`src/rtl/id_ex_stage_reg.sv`:
```
// Decode-to-execute pipeline register with freeze, flush and hazard bubble
// handling, plus saturating stall/flush event counters for performance debug.
module id_ex_stage_reg #(
    parameter int DATA_W     = 32,
    parameter int REG_ADDR_W = 4,
    parameter int CNT_W      = 16
) (
    input  logic                  clk,
    input  logic                  rst,
    input  logic                  freeze,
    input  logic                  flush,
    input  logic                  hazard,
    input  logic                  id_valid,
    input  logic [DATA_W-1:0]     id_pc,
    input  logic [3:0]            id_exe_cmd,
    input  logic                  id_mem_read,
    input  logic                  id_mem_write,
    input  logic                  id_wb_en,
    input  logic                  id_b,
    input  logic                  id_s,
    input  logic [DATA_W-1:0]     id_val_rn,
    input  logic [DATA_W-1:0]     id_val_rm,
    input  logic                  id_imm,
    input  logic [11:0]           id_shift_operand,
    input  logic [23:0]           id_signed_imm_24,
    input  logic [REG_ADDR_W-1:0] id_dest,
    input  logic [REG_ADDR_W-1:0] id_src1,
    input  logic [REG_ADDR_W-1:0] id_src2,
    input  logic                  id_carry,
    output logic                  ex_valid,
    output logic [DATA_W-1:0]     ex_pc,
    output logic [DATA_W-1:0]     ex_val_rn,
    output logic [DATA_W-1:0]     ex_val_rm,
    output logic [3:0]            ex_exe_cmd,
    output logic                  ex_mem_read,
    output logic                  ex_mem_write,
    output logic                  ex_wb_en,
    output logic                  ex_b,
    output logic                  ex_s,
    output logic                  ex_imm,
    output logic                  ex_carry,
    output logic [11:0]           ex_shift_operand,
    output logic [23:0]           ex_signed_imm_24,
    output logic [REG_ADDR_W-1:0] ex_dest,
    output logic [REG_ADDR_W-1:0] ex_src1,
    output logic [REG_ADDR_W-1:0] ex_src2,
    output logic [CNT_W-1:0]      stall_cnt,
    output logic [CNT_W-1:0]      flush_cnt
);

    logic bubble;
    logic stall_evt;
    logic flush_evt;

    assign bubble    = flush | hazard;
    assign stall_evt = freeze | hazard;
    assign flush_evt = flush & ~freeze;

    always_ff @(posedge clk) begin
        if (rst) begin
            ex_valid         <= 1'b0;
            ex_pc            <= '0;
            ex_val_rn        <= '0;
            ex_val_rm        <= '0;
            ex_exe_cmd       <= '0;
            ex_mem_read      <= 1'b0;
            ex_mem_write     <= 1'b0;
            ex_wb_en         <= 1'b0;
            ex_b             <= 1'b0;
            ex_s             <= 1'b0;
            ex_imm           <= 1'b0;
            ex_carry         <= 1'b0;
            ex_shift_operand <= '0;
            ex_signed_imm_24 <= '0;
            ex_dest          <= '0;
            ex_src1          <= '0;
            ex_src2          <= '0;
            stall_cnt        <= '0;
            flush_cnt        <= '0;
        end else begin
            if (!freeze) begin
                // Datapath fields load even on a bubble; only control is squashed.
                ex_pc            <= id_pc;
                ex_val_rn        <= id_val_rn;
                ex_val_rm        <= id_val_rm;
                ex_imm           <= id_imm;
                ex_carry         <= id_carry;
                ex_shift_operand <= id_shift_operand;
                ex_signed_imm_24 <= id_signed_imm_24;
                ex_dest          <= id_dest;
                ex_src1          <= id_src1;
                ex_src2          <= id_src2;
                if (bubble) begin
                    ex_valid     <= 1'b0;
                    ex_exe_cmd   <= '0;
                    ex_mem_read  <= 1'b0;
                    ex_mem_write <= 1'b0;
                    ex_wb_en     <= 1'b0;
                    ex_b         <= 1'b0;
                    ex_s         <= 1'b0;
                end else begin
                    ex_valid     <= id_valid;
                    ex_exe_cmd   <= id_exe_cmd;
                    ex_mem_read  <= id_mem_read  & id_valid;
                    ex_mem_write <= id_mem_write & id_valid;
                    ex_wb_en     <= id_wb_en     & id_valid;
                    ex_b         <= id_b         & id_valid;
                    ex_s         <= id_s         & id_valid;
                end
            end
            // Counters keep running while freeze holds the pipeline.
            if (stall_evt && (stall_cnt != {CNT_W{1'b1}}))
                stall_cnt <= stall_cnt + CNT_W'(1);
            if (flush_evt && (flush_cnt != {CNT_W{1'b1}}))
                flush_cnt <= flush_cnt + CNT_W'(1);
        end
    end

endmodule
```
`config.mk`:
```
export PLATFORM = sky130hd
export DESIGN_NAME = id_ex_stage_reg
export DESIGN_NICKNAME = d
export VERILOG_FILES = /design/src/rtl/id_ex_stage_reg.sv
export SDC_FILE = /design/constraint.sdc
export NUM_CORES = 1
export LEC_CHECK = 0
export BUFFER_PORTS_ARGS = -buffer_cell sky130_fd_sc_hd__clkbuf_2
export CAP_MARGIN = 20
export CORE_AREA = 8 8 143 145
export DETAILED_ROUTE_END_ITERATION = 7
export DIE_AREA = 0 0 151 153
export PLACE_DENSITY_LB_ADDON = 0.25
export SYNTH_ARGS = -nofsm -noshare
export SYNTH_HDL_FRONTEND = slang
export SYNTH_SLANG_ARGS = --single-unit
```
`constraint.sdc`:
```
create_clock -name clk -period 2.1 [get_ports clk]
set_input_delay 0.105 -clock clk [delete_from_list [all_inputs] [get_ports clk]]
set_output_delay 0.105 -clock clk [all_outputs]
set_load 0.005 [all_outputs]
```
==> results of run 1 <==
[flip-flops by register name, indices dropped and copies added (netlist names)]
register          flops
flush_cnt            16
ex_mem_read           1
ex_carry              1
ex_shift_operand     12
ex_mem_write          1
ex_s                  1
ex_exe_cmd            4
ex_val_rm            32
ex_imm                1
ex_dest               4
ex_pc                32
ex_val_rn            32
stall_cnt            16
ex_signed_imm_24     24
ex_valid              1
ex_wb_en              1
ex_src1               4
ex_b                  1
ex_src2               4
[layout make-up]
cell class | instances | area [um2]
multi-input cells | 474 | 3167
inverters | 2 | 7.507
fillers | 1501 | 7030
well taps | 234 | 292.8
clock inverters | 14 | 150.1
repair buffers | 515 | 3426
clock buffers | 17 | 425.4
flip-flops and latches | 188 | 3764
diodes | 2 | 5.005
[critical path: stages (launching register included)]
cell and delay [ns]:
dfxtp_1 0.37, ha_1 0.23, nand4_1 0.11, and4b_1 0.37, or4b_1 0.55, a21oi_1 0.15
[layer usage]
metal  GRT usage  wire [um]  vias up
met5           0          0        -
met4     0.07544        546        0
met3     0.07322       2571       35
met2      0.3541      11890      289
met1      0.2343      10160     3174
li1            -          -     3468
[cells by family after synthesis]
kind of cell / synth area share
fa+ha+maj: 0.003502
buf+inv: 0.03082
mux: 0.2121
simple gates: 0.1645
compound gates: 0.06112
xor+xnor: 0.001226
flops: 0.5268
[per-stage QoR]
step / setup WS, ns / std cells
final: 0.2504 / 1446
after global routing: 0.1006 / 1445
after CTS: 0.2503 / 1444
after floorplan: 0.3824 / 709
after global placement: 0.2798 / 1257
after detailed placement: 0.2767 / 1257
[where the power goes]
group	total (mW)	internal (mW)	switching [mW]
sequential	3.84	3.74	0.105
clock	3.18	1.68	1.50
combinational	1.08	0.602	0.482
[Yosys cell counts (all sizes together), types with 5 or more instances]
library cell	n	area [um2]
or4	7	52.55
a21oi	25	125.1
or3	11	68.82
dfxtp	188	3764
nor2b	7	43.79
o31ai	7	52.55
mux2i	148	1481
and3	5	31.28
nor2	163	611.8
clkbuf	16	60.06
a22oi	5	37.54
o21ai	13	65.06
nand3	8	40.04
buf	29	152.6
nand2	16	60.06
nand4	9	62.56
[how the worst min path moves through the flow]
stage | endpoint | slack, ns | depth (start not counted)
final | ex_exe_cmd[2] | 0.13 | 4
after global routing | ex_exe_cmd[1] | 0.17 | 4
after CTS | ex_exe_cmd[2] | 0.12 | 4
after detailed placement | ex_val_rn[29] | 0.34 | 3
after global placement | ex_pc[21] | 0.33 | 3
after floorplan | ex_carry | 0.25 | 2
==> qor.yml, run 1 <==
clock_sinks: 188
ys_ff_latch: 188
ys.flop_type: "dfxtp_1"
post_cts_buffers: 0
drc: 0
status: "completed"
holdCritStartpoint: "flush"
final_area_um2: 11240
critPathLaunchType: "flip-flop"
ant_nets: 0
die_w_um: 151
path_clk_slew_ns: 0.07
crit_start: "stall_cnt[0]"
cp.required_ns: 2.45
insertion_delay_ns: 0.42
peakVddDrop_mv: 0.5134
drv_cap: 0
final_nets: 1361
syn-num-nets: 872
synth_edf_count: 0
power.density_nw_per_um2: 722.0
viasPerCell: 4.817
drt_pass1_iterations: 5
cts_inserted_buffers: 17
ctsHoldBuffers: 156
grt_pass1_vias: 7220
syn_area_per_cell_um2: 10.08
period_share: 0.8808
final_common_cell: "clkbuf_2"
hold_slack_ns: 0.1350
reg2reg_depth: 5
initial_core_util: 0.3911
cts_buffer_depth: 2
fin_tns_setup_ns: 0
port-buffer-count: 348
rsz0062_at_grt: "no"
grt_pass1_wl_um: 38470
finish.utilization: 0.6151
cts_max_level: 4
reg2reg_slack_ns: 0.25
drive_above_1_share: 0.3289
grt_max_degree: 82
r2r_end: "stall_cnt[9]"
hold_viol_final: 0
slew_viol_final: 0
cts_root_buffer: "clkbuf_16"
core_um2: 18270
via_count: 6966
dp_hpwl_um: 16820
synth_warnings: 0
fin_skew_ns: 0.01120
pin_count: 349
power.total_mw: 8.113
endpoint_kind: "flip-flop"
endpoint: "stall_cnt[9]"
die-area_um2: 23100
placementRows: 50
synth_cell_types: 45
synthArstFlopShare: 0
worst_slew_pin_slew_ns: 0.7948
grt_overflow: 0
drt-initial-drc-count: 239
period_needed_ns: 1.850
antenna_found_initial: 1
cts-resized-gates: 0
grt_usage: 0.2082
max_freq_mhz: 540.7
critPathMaxFanout: 18
finalSetupViolCount: 0
postSynthCellCount: 709
fp.dieH_um: 153
placed_area_um2: 9095
crit_type: "reg2reg"
drt_wl_total_um: 25180
wire_per_inst_um: 17.41
slew_headroom: 0.4701
syn2layout_area_growth_pct: 57.29
netlist_area_um2: 7144
final_cell_mix: "346 x clkbuf_2, 188 x dfxtp_1, 163 x nor2_1"
gp_congestion: 0.7885
p_leak_nw: 5.486
cts_tree: "yes"
arrival_ns: 2.20
ys_seq_area_frac: 0.5268
r2r-start: "stall_cnt[0]"
hold_class: "in2reg"
Power figures use the tool's default switching activity.
==> inputs of run 2 (changes only) <==
- CTS_BUF_LIST: not set -> sky130_fd_sc_hd__clkbuf_16
- clock period: 2.1 -> 2 ns (I/O delays scaled with it)
==> qor.yml, run 2 (synthesis results as in run 1) <==
syn2layout_area_growth_pct: 57.97
grt_usage: 0.2059  # -0.002318
grt_pass1_vias: 7096  # -1.7%
pin_count: 349  # unchanged
crit_start: "flush_cnt[1]"
cts_buffer_depth: 2  # unchanged
placed_area_um2: 9123  # +0.30%
wire_per_inst_um: 17.14  # -1.6%
critPathLaunchType: "flip-flop"
drt_pass1_iterations: 4  # -1
cts_tree: "yes"
crit_slowest_cell: "nor4_4"
endpoint: "flush_cnt[3]"
fin_tns_setup_ns: 0  # unchanged
worst_slew_pin_slew_ns: 0.7947  # -0.0001394 ns
ant_nets: 0  # unchanged
grt-busiest-layer: "met2"
crit_chain: "ha_1 -> nand4_1 -> nor4_4 -> nor3_1 -> mux2_2"
drv_cap: 0  # unchanged
use_met2: 0.3422  # -0.01191
cts_inserted_buffers: 17  # unchanged
port-buffer-count: 348  # unchanged
antenna_found_initial: 1  # unchanged
placementRows: 50  # unchanged
p_leak_nw: 5.508  # +0.40%
finalSetupViolCount: 0  # unchanged
initial_core_util: 0.3911  # unchanged
final_area_um2: 11290  # +0.43%
cp.required_ns: 2.31  # -0.14 ns
die-area_um2: 23100  # unchanged
max_freq_mhz: 550.3  # +1.8%
crit_type: "reg2reg"
status: "completed"
endpoint_kind: "flip-flop"
cts_root_buffer: "clkbuf_16"
power.density_nw_per_um2: 761.1  # +5.4%
viasPerCell: 4.836  # +0.39%
layout_top_registers: "ex_pc x32, ex_val_rm x32, ex_val_rn x32"
drive_above_1_share: 0.3309  # +0.001932
met3_usage: 0.07883  # +0.005610
peakVddDrop_mv: 0.6244  # +22%
die_w_um: 151  # unchanged
drc: 0  # unchanged
critPathMaxFanout: 10  # -8
reg2reg_depth: 5  # unchanged
drt_wl_total_um: 24800  # -1.5%
dp_hpwl_um: 16770  # -0.29%
reg2reg_slack_ns: 0.18  # -0.07 ns
grt_use_met1: 0.2318  # -0.002434
rsz0062_at_grt: "no"
final_common_cell: "clkbuf_2"
hold_viol_final: 0  # unchanged
fin_skew_ns: 0.009409  # -0.001793 ns
hold_class: "in2reg"
final_cell_mix: "346 x clkbuf_2, 188 x dfxtp_1, 163 x nor2_1"
slew_headroom: 0.4702  # about the same
drt-initial-drc-count: 217  # -9.2%
grt_pass1_wl_um: 38010  # -1.2%
insertion_delay_ns: 0.42  # about the same
arrival_ns: 2.13  # -0.07 ns
grt_overflow: 0  # unchanged
period_needed_ns: 1.817  # -0.03245 ns
cts_max_level: 4  # unchanged
path_clk_slew_ns: 0.08  # about the same
hold_slack_ns: 0.1310  # -0.004014 ns
r2r_end: "flush_cnt[3]"
clock_sinks: 188  # unchanged
via_count: 6998  # +0.46%
gp_congestion: 0.7971  # +1.1%
r2r-start: "flush_cnt[1]"
grt_max_degree: 102  # +24%
slew_viol_final: 0  # unchanged
fp.dieH_um: 153  # unchanged
final_nets: 1362  # +0.073%
core_um2: 18270  # unchanged
period_share: 0.9086  # +0.02782
critical-path-max-stage-delay_ns: 0.45  # -0.10 ns
## run 2: cell type report
class / instances / area [um2]
Inverter: 2 / 7.507
Timing Repair Buffer: 516 / 3443
Fill cell: 1453 / 6982
Multi-Input combinational cell: 474 / 3168
Clock inverter: 15 / 182.7
Sequential cell: 188 / 3764
Antenna cell: 1 / 2.502
Clock buffer: 17 / 425.4
Tap cell: 234 / 292.8
## run 2: timing repair
action                                  in CTS  in global routing
hold endpoints to repair                   155                  0
resized for setup                            0                  1
buffers inserted                             0                  0
hold buffers                               155                  0
endpoints found under the setup margin       0                  1
## run 2: how the worst min path moves through the flow
stage	start	endpoint	slack (ns)	cells past startpoint
floorplan	id_carry	ex_carry	0.24	2
CTS	flush	ex_exe_cmd[3]	0.12	4
detailed placement	id_val_rn[3]	ex_val_rn[3]	0.34	3
global route	flush	ex_exe_cmd[2]	0.16	4
finish	flush	ex_exe_cmd[3]	0.13	4
global placement	id_pc[20]	ex_pc[20]	0.33	3
## run 2: critical path, delay by kind of cell (launching register included)
family	cells	cell delay [ns]
adders and majority gates	1	0.22
DFF	1	0.37
muxes	1	0.28
and+or+nand+nor	3	0.83
## run 2: per-stage QoR
step / setup WS, ns / util / total power, mW / instances
6_report: 0.1828 / 0.6178 / 8.589 / 1447
5_1_grt: 0.05476 / 0.6178 / 8.951 / 1447
4_1_cts: 0.1507 / 0.6176 / 8.683 / 1446
3_5_place_dp: 0.1887 / 0.4994 / 4.984 / 1259
3_3_place_gp: 0.2132 / 0.4994 / 4.969 / 1259
2_1_floorplan: 0.2824 / - / 4.518 / 709
## run 2: power breakdown
group          internal [mW]  leakage, nW  total [mW]  switching [mW]
clock network           1.80        0.289        3.42            1.63
logic                  0.634         3.67        1.14           0.503
registers               3.93         1.55        4.03           0.105
total                   6.36         5.51        8.59            2.23
## run 2: per-layer routing
metal	wire length, um	up-vias
met5	0	-
met4	621	0
met3	2660	36
met2	11740	294
met1	9776	3217
li1	-	3451
